<file path="src/rtl/serial_frame_sequencer_if.sv">
// Bus bundle between the serial front end / transmitter side and the
// serial_frame_sequencer. The master drives the line, frame strobe and
// transmitter ready; the slave (sequencer) drives everything else.
`timescale 1ns/1ps
interface serial_frame_sequencer_if #(
    parameter int DATA_W = 8
) ();
    localparam int CW = $clog2(DATA_W + 1);

    logic              serial_in;
    logic              rise;
    logic              data_ready;
    logic              shift_en;
    logic [CW-1:0]     bit_idx;
    logic              busy;
    logic              wake_transmitter;
    logic [DATA_W-1:0] data_out;
    logic              data_valid;
    logic              overrun;
    logic              parity_err;

    modport master (
        output serial_in, rise, data_ready,
        input  shift_en, bit_idx, busy, wake_transmitter,
        input  data_out, data_valid, overrun, parity_err
    );

    modport slave (
        input  serial_in, rise, data_ready,
        output shift_en, bit_idx, busy, wake_transmitter,
        output data_out, data_valid, overrun, parity_err
    );
endinterface

</file>
<file path="src/rtl/serial_frame_sequencer.sv">
// serial_frame_sequencer: schedules one serial frame per frame-start strobe,
// shifts DATA_W bits LSB-first, then hands the word to the transmitter via a
// one-entry holding register (valid/ready). A completed frame arriving while
// the holding register is still full and not being drained is dropped and
// flagged with an overrun pulse.
// Optional feature macro: PARITY_EN -- adds a trailing even-parity bit per
// frame; a failing frame pulses parity_err and is not loaded.
`timescale 1ns/1ps
module serial_frame_sequencer #(
    parameter int DATA_W = 8
) (
    input  logic                     i_clk,
    input  logic                     i_rst_n,
    serial_frame_sequencer_if.slave  bus
);
    localparam int CW = $clog2(DATA_W + 1);
`ifdef PARITY_EN
    localparam int NBITS = DATA_W + 1;
`else
    localparam int NBITS = DATA_W;
`endif
    localparam logic [CW-1:0] LP_DW   = CW'(DATA_W);
    localparam logic [CW-1:0] LP_LAST = CW'(NBITS - 1);
    localparam logic [CW-1:0] LP_WAKE = CW'(DATA_W - 1);

    typedef enum logic [1:0] {
        ST_IDLE = 2'd0,
        ST_RECV = 2'd1,
        ST_DONE = 2'd2
    } state_t;

    state_t            r_state;
    logic [CW-1:0]     r_cnt;
    logic [DATA_W-1:0] r_sr;
    logic [DATA_W-1:0] r_data;
    logic              r_valid;
    logic              r_busy;
    logic              r_shift_en;
    logic              r_wake;
    logic              r_overrun;
    logic [CW-1:0]     w_cnt_inc;
    logic              w_frame_bad;

    assign w_cnt_inc = r_cnt + CW'(1);

`ifdef PARITY_EN
    logic r_par_err;

    // Even parity of a data word: the trailing bit must make the total even.
    function automatic logic even_par(input logic [DATA_W-1:0] d);
        return ^d;
    endfunction

    // parity_err is high exactly during DONE, so it doubles as the reject flag.
    assign w_frame_bad    = r_par_err;
    assign bus.parity_err = r_par_err;
`else
    assign w_frame_bad    = 1'b0;
    assign bus.parity_err = 1'b0;
`endif

    // Frame FSM: sequencing, bit shifting, holding register handshake, pulses.
    always_ff @(posedge i_clk or negedge i_rst_n) begin
        if (!i_rst_n) begin
            r_state    <= ST_IDLE;
            r_cnt      <= '0;
            r_sr       <= '0;
            r_data     <= '0;
            r_valid    <= 1'b0;
            r_busy     <= 1'b0;
            r_shift_en <= 1'b0;
            r_wake     <= 1'b0;
            r_overrun  <= 1'b0;
`ifdef PARITY_EN
            r_par_err  <= 1'b0;
`endif
        end else begin
            r_shift_en <= 1'b0;
            r_wake     <= 1'b0;
            r_overrun  <= 1'b0;
`ifdef PARITY_EN
            r_par_err  <= 1'b0;
`endif
            // Transmitter drain; a DONE load below on the same edge overrides it.
            if (r_valid && bus.data_ready) begin
                r_valid <= 1'b0;
            end else begin
                r_valid <= r_valid;
            end

            case (r_state)
                ST_IDLE: begin
                    r_cnt <= '0;
                    if (bus.rise) begin
                        r_state    <= ST_RECV;
                        r_busy     <= 1'b1;
                        r_shift_en <= 1'b1;
                    end else begin
                        r_state    <= ST_IDLE;
                        r_busy     <= 1'b0;
                    end
                end
                ST_RECV: begin
                    // Data bits enter at the MSB so the first bit ends in the LSB.
                    if (r_cnt < LP_DW) begin
                        r_sr <= {bus.serial_in, r_sr[DATA_W-1:1]};
                    end else begin
                        r_sr <= r_sr;
                    end
                    if (r_cnt == LP_LAST) begin
                        r_state <= ST_DONE;
                        r_cnt   <= '0;
`ifdef PARITY_EN
                        r_par_err <= even_par(r_sr) ^ bus.serial_in;
`endif
                    end else begin
                        r_state    <= ST_RECV;
                        r_cnt      <= w_cnt_inc;
                        r_shift_en <= (w_cnt_inc < LP_DW);
                        r_wake     <= (w_cnt_inc == LP_WAKE);
                    end
                end
                ST_DONE: begin
                    r_state <= ST_IDLE;
                    r_busy  <= 1'b0;
                    r_cnt   <= '0;
                    if (w_frame_bad) begin
                        r_overrun <= 1'b0;
                    end else if (!r_valid || bus.data_ready) begin
                        r_data  <= r_sr;
                        r_valid <= 1'b1;
                    end else begin
                        r_overrun <= 1'b1;
                    end
                end
                default: begin
                    r_state <= ST_IDLE;
                    r_busy  <= 1'b0;
                    r_cnt   <= '0;
                end
            endcase
        end
    end

    assign bus.shift_en         = r_shift_en;
    assign bus.bit_idx          = r_cnt;
    assign bus.busy             = r_busy;
    assign bus.wake_transmitter = r_wake;
    assign bus.data_out         = r_data;
    assign bus.data_valid       = r_valid;
    assign bus.overrun          = r_overrun;
endmodule

</file>
<file path="src/flat_wrapper.sv">
// flat-port wrapper written by rule: the top's interface ports become plain ports
module serial_frame_sequencer_flat 
#(
    parameter int DATA_W = 8
)
  (i_clk, i_rst_n, bus_serial_in, bus_rise, bus_data_ready, bus_shift_en, bus_bit_idx, bus_busy, bus_wake_transmitter, bus_data_out, bus_data_valid, bus_overrun, bus_parity_err);
  serial_frame_sequencer_if #(.DATA_W(DATA_W)) bus_i ();
  input  logic i_clk;
  input  logic i_rst_n;
  input wire logic [$bits(bus_i.serial_in)-1:0] bus_serial_in;
  input wire logic [$bits(bus_i.rise)-1:0] bus_rise;
  input wire logic [$bits(bus_i.data_ready)-1:0] bus_data_ready;
  output wire logic [$bits(bus_i.shift_en)-1:0] bus_shift_en;
  output wire logic [$bits(bus_i.bit_idx)-1:0] bus_bit_idx;
  output wire logic [$bits(bus_i.busy)-1:0] bus_busy;
  output wire logic [$bits(bus_i.wake_transmitter)-1:0] bus_wake_transmitter;
  output wire logic [$bits(bus_i.data_out)-1:0] bus_data_out;
  output wire logic [$bits(bus_i.data_valid)-1:0] bus_data_valid;
  output wire logic [$bits(bus_i.overrun)-1:0] bus_overrun;
  output wire logic [$bits(bus_i.parity_err)-1:0] bus_parity_err;
  assign bus_i.serial_in = bus_serial_in;
  assign bus_i.rise = bus_rise;
  assign bus_i.data_ready = bus_data_ready;
  assign bus_shift_en = bus_i.shift_en;
  assign bus_bit_idx = bus_i.bit_idx;
  assign bus_busy = bus_i.busy;
  assign bus_wake_transmitter = bus_i.wake_transmitter;
  assign bus_data_out = bus_i.data_out;
  assign bus_data_valid = bus_i.data_valid;
  assign bus_overrun = bus_i.overrun;
  assign bus_parity_err = bus_i.parity_err;
  serial_frame_sequencer #(.DATA_W(DATA_W)) u_core (.i_clk(i_clk), .i_rst_n(i_rst_n), .bus(bus_i));
endmodule
</file>
<file path="config.mk">
export PLATFORM = sky130hd
export DESIGN_NAME = serial_frame_sequencer_flat
export DESIGN_NICKNAME = d
export VERILOG_FILES = /design/src/rtl/serial_frame_sequencer_if.sv /design/src/rtl/serial_frame_sequencer.sv /design/src/flat_wrapper.sv
export SDC_FILE = /design/constraint.sdc
export NUM_CORES = 1
export LEC_CHECK = 0
export ABC_AREA = 1
export ABC_CLOCK_PERIOD_IN_PS = 1600
export BUFFER_PORTS_ARGS = -buffer_cell sky130_fd_sc_hd__buf_2
export CAP_MARGIN = 20
export CELL_PAD_IN_SITES_DETAIL_PLACEMENT = 0
export CELL_PAD_IN_SITES_GLOBAL_PLACEMENT = 1
export CORE_MARGIN = 5
export CORE_UTILIZATION = 40
export DETAILED_ROUTE_END_ITERATION = 10
export GPL_TIMING_DRIVEN = 0
export PLACE_DENSITY = 0.74
export RECOVER_POWER = 100
export SYNTH_ARGS = -nofsm -noshare
export SYNTH_HDL_FRONTEND = slang
export SYNTH_SLANG_ARGS = --single-unit
export TNS_END_PERCENT = 30
</file>
<file path="constraint.sdc">
create_clock -name i_clk -period 1.6 [get_ports i_clk]
set_clock_uncertainty 0.15 [all_clocks]
set_input_delay 0.32 -clock i_clk [delete_from_list [all_inputs] [get_ports i_clk]]
set_output_delay 0.32 -clock i_clk [all_outputs]
set_load 0.01 [all_outputs]
</file>
=== Word level (Yosys, flattened, before mapping) ===
Cells that the tools add are included.

* Add/subtract/negate cells: 1
* Multipliers: 0
* Div/mod/pow operators: 0
* $lt $le $gt $ge: 2
* Eq/ne operators: 4
* Shifts and indexed selects: 0
* Multiplexer cells: 16
* Bitwise gates (word level): 0
* Reduce and logical (&&, ||, !) cells: 6

{| class="wikitable"
|+ Operator list
! operator !! number
|-
| two-way mux 1 bit || 10
|-
| equality test 4 x 3 -> 1 bit, second input constant || 2
|-
| less-than comparator 4 bit, second input constant || 2
|-
| two-way mux 4 bit || 2
|-
| adder 4 x 1 -> 4 bit, second input constant || 1
|-
| one-hot mux 1 bit (2 select lines) || 2
|-
| one-hot mux 2 bit (2 select lines) || 1
|-
| AND reduction 2 bit || 2
|-
| equality test 2 x 1 -> 1 bit, second input constant || 1
|-
| equality test 2 bit, second input constant || 1
|-
| logical NOT 2 bit || 1
|-
| two-way mux 2 bit || 1
|-
| logical AND 1 bit || 1
|-
| logical NOT 1 bit || 1
|-
| logical OR 1 bit || 1
|}

* Flip-flop bits (word level): 27
* Bits in latches: 0
* Memory bits (writable): 0
* Bits in read-only memories: 0
* Input bits: 5
* Output and inout bits: 18
* Logic and storage cells: 38
* Memories: 0

=== Longest topological paths before layout ===
* Depth in word-level cells: 4
* Gate-level depth with buffers: 7
* Depth with buffers taken out: 7

=== Worst setup path after synthesis ===
No wires, ideal clock.

* Kind: register to register
* Start: register u_core.r_cnt[0] (netlist: u_core.bus.bit_idx[0])
* End: register u_core.r_wake (netlist: u_core.bus.wake_transmitter)
* Setup time: 0.071 ns
* Data arrival time: 0.995 ns
* Required time: 1.379 ns
* Setup slack: 0.383 ns
* Cell stages (with the launch flop): 7
* Path buffers: 0
* Clock period less this slack: 1.217 ns
* Path through: dfrtp_1 ha_1 nand2_1 nand2_1 nor2_1 nand2_1 nor2_1

* Longest elaborated chain between the ends: 4
* Elaborated cells between the ends (all ways): 5

{| class="wikitable"
|+ Ends and longest elaborated chain
! item !! line !! text
|-
| start: declaration || serial_frame_sequencer.sv:33 || <nowiki>logic [CW-1:0] r_cnt;</nowiki>
|-
| start signal: assignment || serial_frame_sequencer.sv:118 || <nowiki>r_cnt <= w_cnt_inc;</nowiki>
|-
| adder 4 x 1 -> 4 bit || serial_frame_sequencer.sv:44 || <nowiki>assign w_cnt_inc = r_cnt + CW'(1);</nowiki>
|-
| equality test 4 x 3 -> 1 bit || serial_frame_sequencer.sv:120 || <nowiki>r_wake <= (w_cnt_inc == LP_WAKE);</nowiki>
|-
| two-way mux 1 bit (*) || serial_frame_sequencer.sv:110 || <nowiki>if (r_cnt == LP_LAST) begin</nowiki>
|-
| two-way mux 1 bit (*) || serial_frame_sequencer.sv:91 || <nowiki>case (r_state)</nowiki>
|-
| end signal: assignment || serial_frame_sequencer.sv:120 ||
|-
| end: declaration || serial_frame_sequencer.sv:39 || <nowiki>logic r_wake;</nowiki>
|}

Mark *: on every way between the ends. The rest lies on a longest branch, timed or not.
A chain may end at the register's enable or synchronous reset.

=== Final worst setup path ===
* Start: register u_core.r_state[1]
* End: register u_core.r_data[4] (netlist: u_core.bus.data_out[4])

* Longest elaborated chain between the ends: 2

{| class="wikitable"
|+ Ends and longest elaborated chain
! item !! line !! text
|-
| start: declaration || serial_frame_sequencer.sv:32 || <nowiki>state_t r_state;</nowiki>
|-
| start signal: assignment || serial_frame_sequencer.sv:65 || <nowiki>r_state <= ST_IDLE;</nowiki>
|-
| start signal: assignment || serial_frame_sequencer.sv:95 || <nowiki>r_state <= ST_RECV;</nowiki>
|-
| start signal: assignment || serial_frame_sequencer.sv:99 || <nowiki>r_state <= ST_IDLE;</nowiki>
|-
| equality test 2 bit || serial_frame_sequencer.sv:91 ||
|-
| AND reduction 2 bit (no line) || - ||
|-
| end signal: assignment || serial_frame_sequencer.sv:130 || <nowiki>r_data <= r_sr;</nowiki>
|-
| end: declaration || serial_frame_sequencer.sv:35 || <nowiki>logic [DATA_W-1:0] r_data;</nowiki>
|}

Every way passes these cells.

==> tab_implementation.tex <==
\begin{tabular}{lr}
\hline
Metric & Value \\
\hline
\multicolumn{2}{l}{\textbf{Synthesis}} \\
\quad Yosys top cell by area & sky130\_fd\_sc\_hd\_\_dfrtp\_1 \\
\quad Sequential cell area fraction in the yosys report & 60.95\% \\
\quad Combinational family with the most area after synthesis & simple AND/OR/NAND/NOR gates \\
\quad Ranking of synthesized cells by instance count & sky130\_fd\_sc\_hd\_\_dfrtp\_1 (27), sky130\_fd\_sc\_hd\_\_nand2\_1 (26), sky130\_fd\_sc\_hd\_\_inv\_1 (13) \\
\quad Simple logic cell fraction of the synthesized area & 17.38\% \\
\quad Dominant cell by count in the synthesized netlist & sky130\_fd\_sc\_hd\_\_dfrtp\_1 \\
\quad Post-synthesis adder-cell area fraction & 2.257\% \\
\quad Mean instance size in the synthesized netlist & around 10 µm² \\
\quad Leading cell types by total area after synthesis & sky130\_fd\_sc\_hd\_\_dfrtp\_1 (61\%), sky130\_fd\_sc\_hd\_\_nand2\_1 (8.8\%), sky130\_fd\_sc\_hd\_\_o21ai\_2 (5.5\%), sky130\_fd\_sc\_hd\_\_inv\_1 (4.4\%), sky130\_fd\_sc\_hd\_\_o21ai\_1 (3.2\%) \\
\quad Asr flop ratio synth & 100.0\% \\
\quad Post-synthesis share of cell area spent on xor and xnor gates & 0\% \\
\quad Ys flop type & sky130\_fd\_sc\_hd\_\_dfrtp\_1 \\
\quad Synthesized netlist cell count & 111 \\
\quad Count of state elements after synthesis & 27 \\
\quad Synth cell types & 19 \\
\quad Number of synthesis warnings & 0 \\
\quad Net count of the mapped netlist & approximately 120 \\
\quad Total standard cell area after synthesis & 1109 µm² \\
\quad Post-synthesis mux area share & 0\% \\
\quad Number of synthesized flops with an enable pin & 0 \\
\quad Synth Area in Compound Gates & 10.61\% \\
\quad Portion of synthesized cell area occupied by the leading cell type & 60.95\% \\
\multicolumn{2}{l}{\textbf{Hold path}} \\
\quad Start point of the worst hold path & bus\_serial\_in \\
\quad Tightest Hold Check Type & in -> reg \\
\quad Worst Hold Endpoint & u\_core.r\_sr[7] \\
\quad Instance count along the most critical hold path & 3 \\
\multicolumn{2}{l}{\textbf{Floorplan}} \\
\quad Die Footprint & a little under 4000 µm² \\
\quad CORE AREA & 2710 µm² \\
\quad I/O pin cnt & 23 \\
\quad Overall die width & 62.65 µm \\
\quad Std-Cell Rows & 19 \\
\quad Die height & 62.65 µm \\
\quad Starting density of the core & 40.90\% \\
\multicolumn{2}{l}{\textbf{Clock network}} \\
\quad Clock slew at reported path FFs & 0.14 ns \\
\quad Number of sinks driven by the clock tree & 27 \\
\quad Number of buffers created by CTS & 3 \\
\quad Number of buffers on the longest clock path & 2 \\
\quad TritonCTS clock tree & built \\
\quad Clock insertion delay at the later pin of the skew report & 0.32 ns \\
\quad Cell chosen for the clock root & sky130\_fd\_sc\_hd\_\_clkbuf\_4 \\
\quad Cts-stage hold buffer count & 1 \\
\quad Number of buffers added for setup after CTS & 0 \\
\quad Number of H-tree levels & 1 \\
\quad Count of cells resized by post-cts repair & 0 \\
\multicolumn{2}{l}{\textbf{Setup path}} \\
\quad Critical R2R Capture & u\_core.bus.data\_out[4] \\
\quad Worst Setup End Kind & register \\
\quad Type of element launching the critical path & register \\
\quad Data required time at the worst endpoint & between 1.5 and 2 ns \\
\quad Worst setup slack for register-to-register paths & 0.17 ns \\
\quad Worst reg2reg startpoint & u\_core.r\_state[1] \\
\quad CP max FO & 10 \\
\quad Arrival time at the worst endpoint & 1.52 ns \\
\quad R2r worst-path depth & 5 \\
\quad Type of the worst setup path & reg -> reg \\
\multicolumn{2}{l}{\textbf{STA}} \\
\quad Crit share post-route & 89.34\% \\
\quad Max-Slew Margin vs Limit & between 50\% and 60\% \\
\quad Pins over their slew limit & 0 \\
\quad Pin slew with the least headroom to its limit & around 0.66 ns \\
\quad Maximum operating frequency & 699.6 MHz \\
\quad Final setup fails & 0 \\
\quad Count of endpoints failing hold in the final timing report & 0 \\
\quad RSZ-0062 raised after global routing & no \\
\quad Minimum clock period after layout & 1.429 ns \\
\quad Sum of negative setup slack & 0 ns \\
\multicolumn{2}{l}{\textbf{Drt}} \\
\quad Antenna violation net count after detailed routing & 0 \\
\quad DRC errors left & 0 \\
\quad Via density & 4.506 \\
\quad First-pass DRT Iterations & 4 \\
\quad WL final & 1900 µm \\
\quad Number of violations reported at the end of detailed-routing iteration 0 & 18 \\
\quad Number of vias after detailed routing & 757 \\
\quad Per-cell routed wire length & 11.31 µm \\
\multicolumn{2}{l}{\textbf{Outcome}} \\
\quad Outcome & finished clean \\
\multicolumn{2}{l}{\textbf{Layout}} \\
\quad Layout area overhead & 11.96\% \\
\quad Fill cells & between 200 and 300 \\
\quad FF+latch area & 675.6 µm² \\
\quad Diodes inserted & 0 \\
\quad Net count reported at finish & 145 \\
\quad Area taken by multi-input logic gates & 319.1 µm² \\
\quad Share of layout cells above drive strength 1 & 14.60\% \\
\quad Post-layout instance count excluding filler cells & 168 \\
\multicolumn{2}{l}{\textbf{Power}} \\
\quad Static leakage & 0.6321 nW \\
\quad Total power density per cell area & 1880 nW/µm² \\
\quad Worst voltage drop across the vdd grid & $\sim$900 µV \\
\multicolumn{2}{l}{\textbf{GRT}} \\
\quad GRT Resource Usage Total & 10.60\% \\
\quad Total congestion overflow after global routing & 0 \\
\quad Number of antenna violations at the first check in global routing & 0 \\
\quad Number of global-route vias before repair & approximately 760 \\
\quad First-pass GRT wire length & between 3000 and 4000 µm \\
\quad Pin count of the biggest net entering global routing & 28 \\
\multicolumn{2}{l}{\textbf{Placement}} \\
\quad Input/output buffers & 21 \\
\quad Estimated wirelength of the detail-placed design & 1367 µm \\
\quad Final weighted congestion in routability-driven placement & 0.7243 \\
\quad Placed cell count & 163 \\
\multicolumn{2}{l}{\textbf{Run}} \\
\quad Max\_cap viols & 0 \\
\hline
\end{tabular}
critical path: stages, from the launching register on:
cell and delay, ns:
sky130_fd_sc_hd__dfrtp_1 0.41, sky130_fd_sc_hd__inv_1 0.07, sky130_fd_sc_hd__nor2_1 0.16, sky130_fd_sc_hd__nand2_1 0.21, sky130_fd_sc_hd__buf_6 0.21, sky130_fd_sc_hd__o21ai_0 0.15
worst max-delay path by stage:
stage	start	endpoint	slack, ns	cells past startpoint
4_1_cts	u_core.bus.bit_idx[2]	bus_bit_idx[2]	0.17	1
5_1_grt	u_core.r_state[1]	u_core.r_sr[5]	0.06	4
6_report	u_core.r_state[1]	u_core.bus.data_out[4]	0.17	5
3_5_place_dp	u_core.bus.bit_idx[0]	u_core.bus.shift_en	0.31	4
2_1_floorplan	u_core.bus.bit_idx[0]	u_core.bus.wake_transmitter	0.38	6
3_3_place_gp	u_core.bus.bit_idx[0]	u_core.bus.shift_en	0.33	4
placed cells by master (no fill, tap or decap):
cell type	n
sky130_fd_sc_hd__nand4_1	1
sky130_fd_sc_hd__o21ai_1	2
sky130_fd_sc_hd__nor2_1	8
sky130_fd_sc_hd__ha_1	2
sky130_fd_sc_hd__buf_4	1
sky130_fd_sc_hd__nand2_1	30
sky130_fd_sc_hd__buf_6	1
sky130_fd_sc_hd__o21ai_2	6
sky130_fd_sc_hd__clkbuf_4	3
sky130_fd_sc_hd__o21ai_0	6
sky130_fd_sc_hd__inv_1	14
sky130_fd_sc_hd__o21bai_1	1
sky130_fd_sc_hd__clkbuf_1	18
sky130_fd_sc_hd__nor2_4	1
sky130_fd_sc_hd__conb_1	1
sky130_fd_sc_hd__dlygate4sd3_1	1
sky130_fd_sc_hd__dfrtp_1	27
sky130_fd_sc_hd__inv_2	3
sky130_fd_sc_hd__clkbuf_2	2
sky130_fd_sc_hd__buf_2	3
sky130_fd_sc_hd__nand3_1	4
sky130_fd_sc_hd__a21oi_1	2
flip-flops by register name, indices dropped and copies added (netlist names):
| signal | count |
|---|---|
| u_core.bus.data_out | 8 |
| u_core.bus.shift_en | 1 |
| u_core.r_sr | 8 |
| u_core.bus.busy | 1 |
| u_core.bus.bit_idx | 4 |
| u_core.r_state | 2 |
| u_core.bus.overrun | 1 |
| u_core.bus.data_valid | 1 |
| u_core.bus.wake_transmitter | 1 |
per-stage QoR:
| stage | hold slack (ns) | utilization, % | total power, mW | area [µm²] | setup WS (ns) |
|---|---|---|---|---|---|
| 2_1_floorplan | -0.1256 | - | 1.873 | 1109 | 0.3833 |
| 3_3_place_gp | 0.2110 | 46.21 | 2.189 | 1252 | 0.3293 |
| 3_5_place_dp | 0.2141 | 46.21 | 2.221 | 1252 | 0.3088 |
| 4_1_cts | 0.08704 | 47.55 | 2.514 | 1289 | 0.1666 |
| 5_1_grt | 0.1502 | 45.80 | 2.563 | 1241 | 0.05766 |
| 6_report | 0.1251 | 45.80 | 2.333 | 1241 | 0.1706 |
report_power, final:
group | internal, mW | switching (mW) | total [mW]
Sequential | 0.976 | 0.171 | 1.15
Clock | 0.0974 | 0.188 | 0.286
Combinational | 0.314 | 0.586 | 0.900
per-layer routing:
layer	wire length [µm]	track usage (%)	vias to the layer above
li1	-	-	391
met1	897	13.71	348
met2	873	15.80	14
met3	93	3.237	4
met4	35	5.570	0
met5	0	0	-
cell families (layout without fill, tap and decap cells):
family / after synthesis / in the layout
flops: 27 / 27
compound gates: 17 / 17
fa+ha+maj: 2 / 2
other cells: 1 / 1
simple gates: 44 / 44
buf+inv: 20 / 46
layout make-up:
type | count | area share (%)
Tap cell | 31 | 3.125
Inverter | 17 | 5.141
Buffer | 3 | 1.915
Multi-Input combinational cell | 64 | 25.71
Timing Repair Buffer | 22 | 7.560
Clock buffer | 4 | 2.117
Sequential cell | 27 | 54.44
Note: power is estimated with default switching activity, not from simulation.
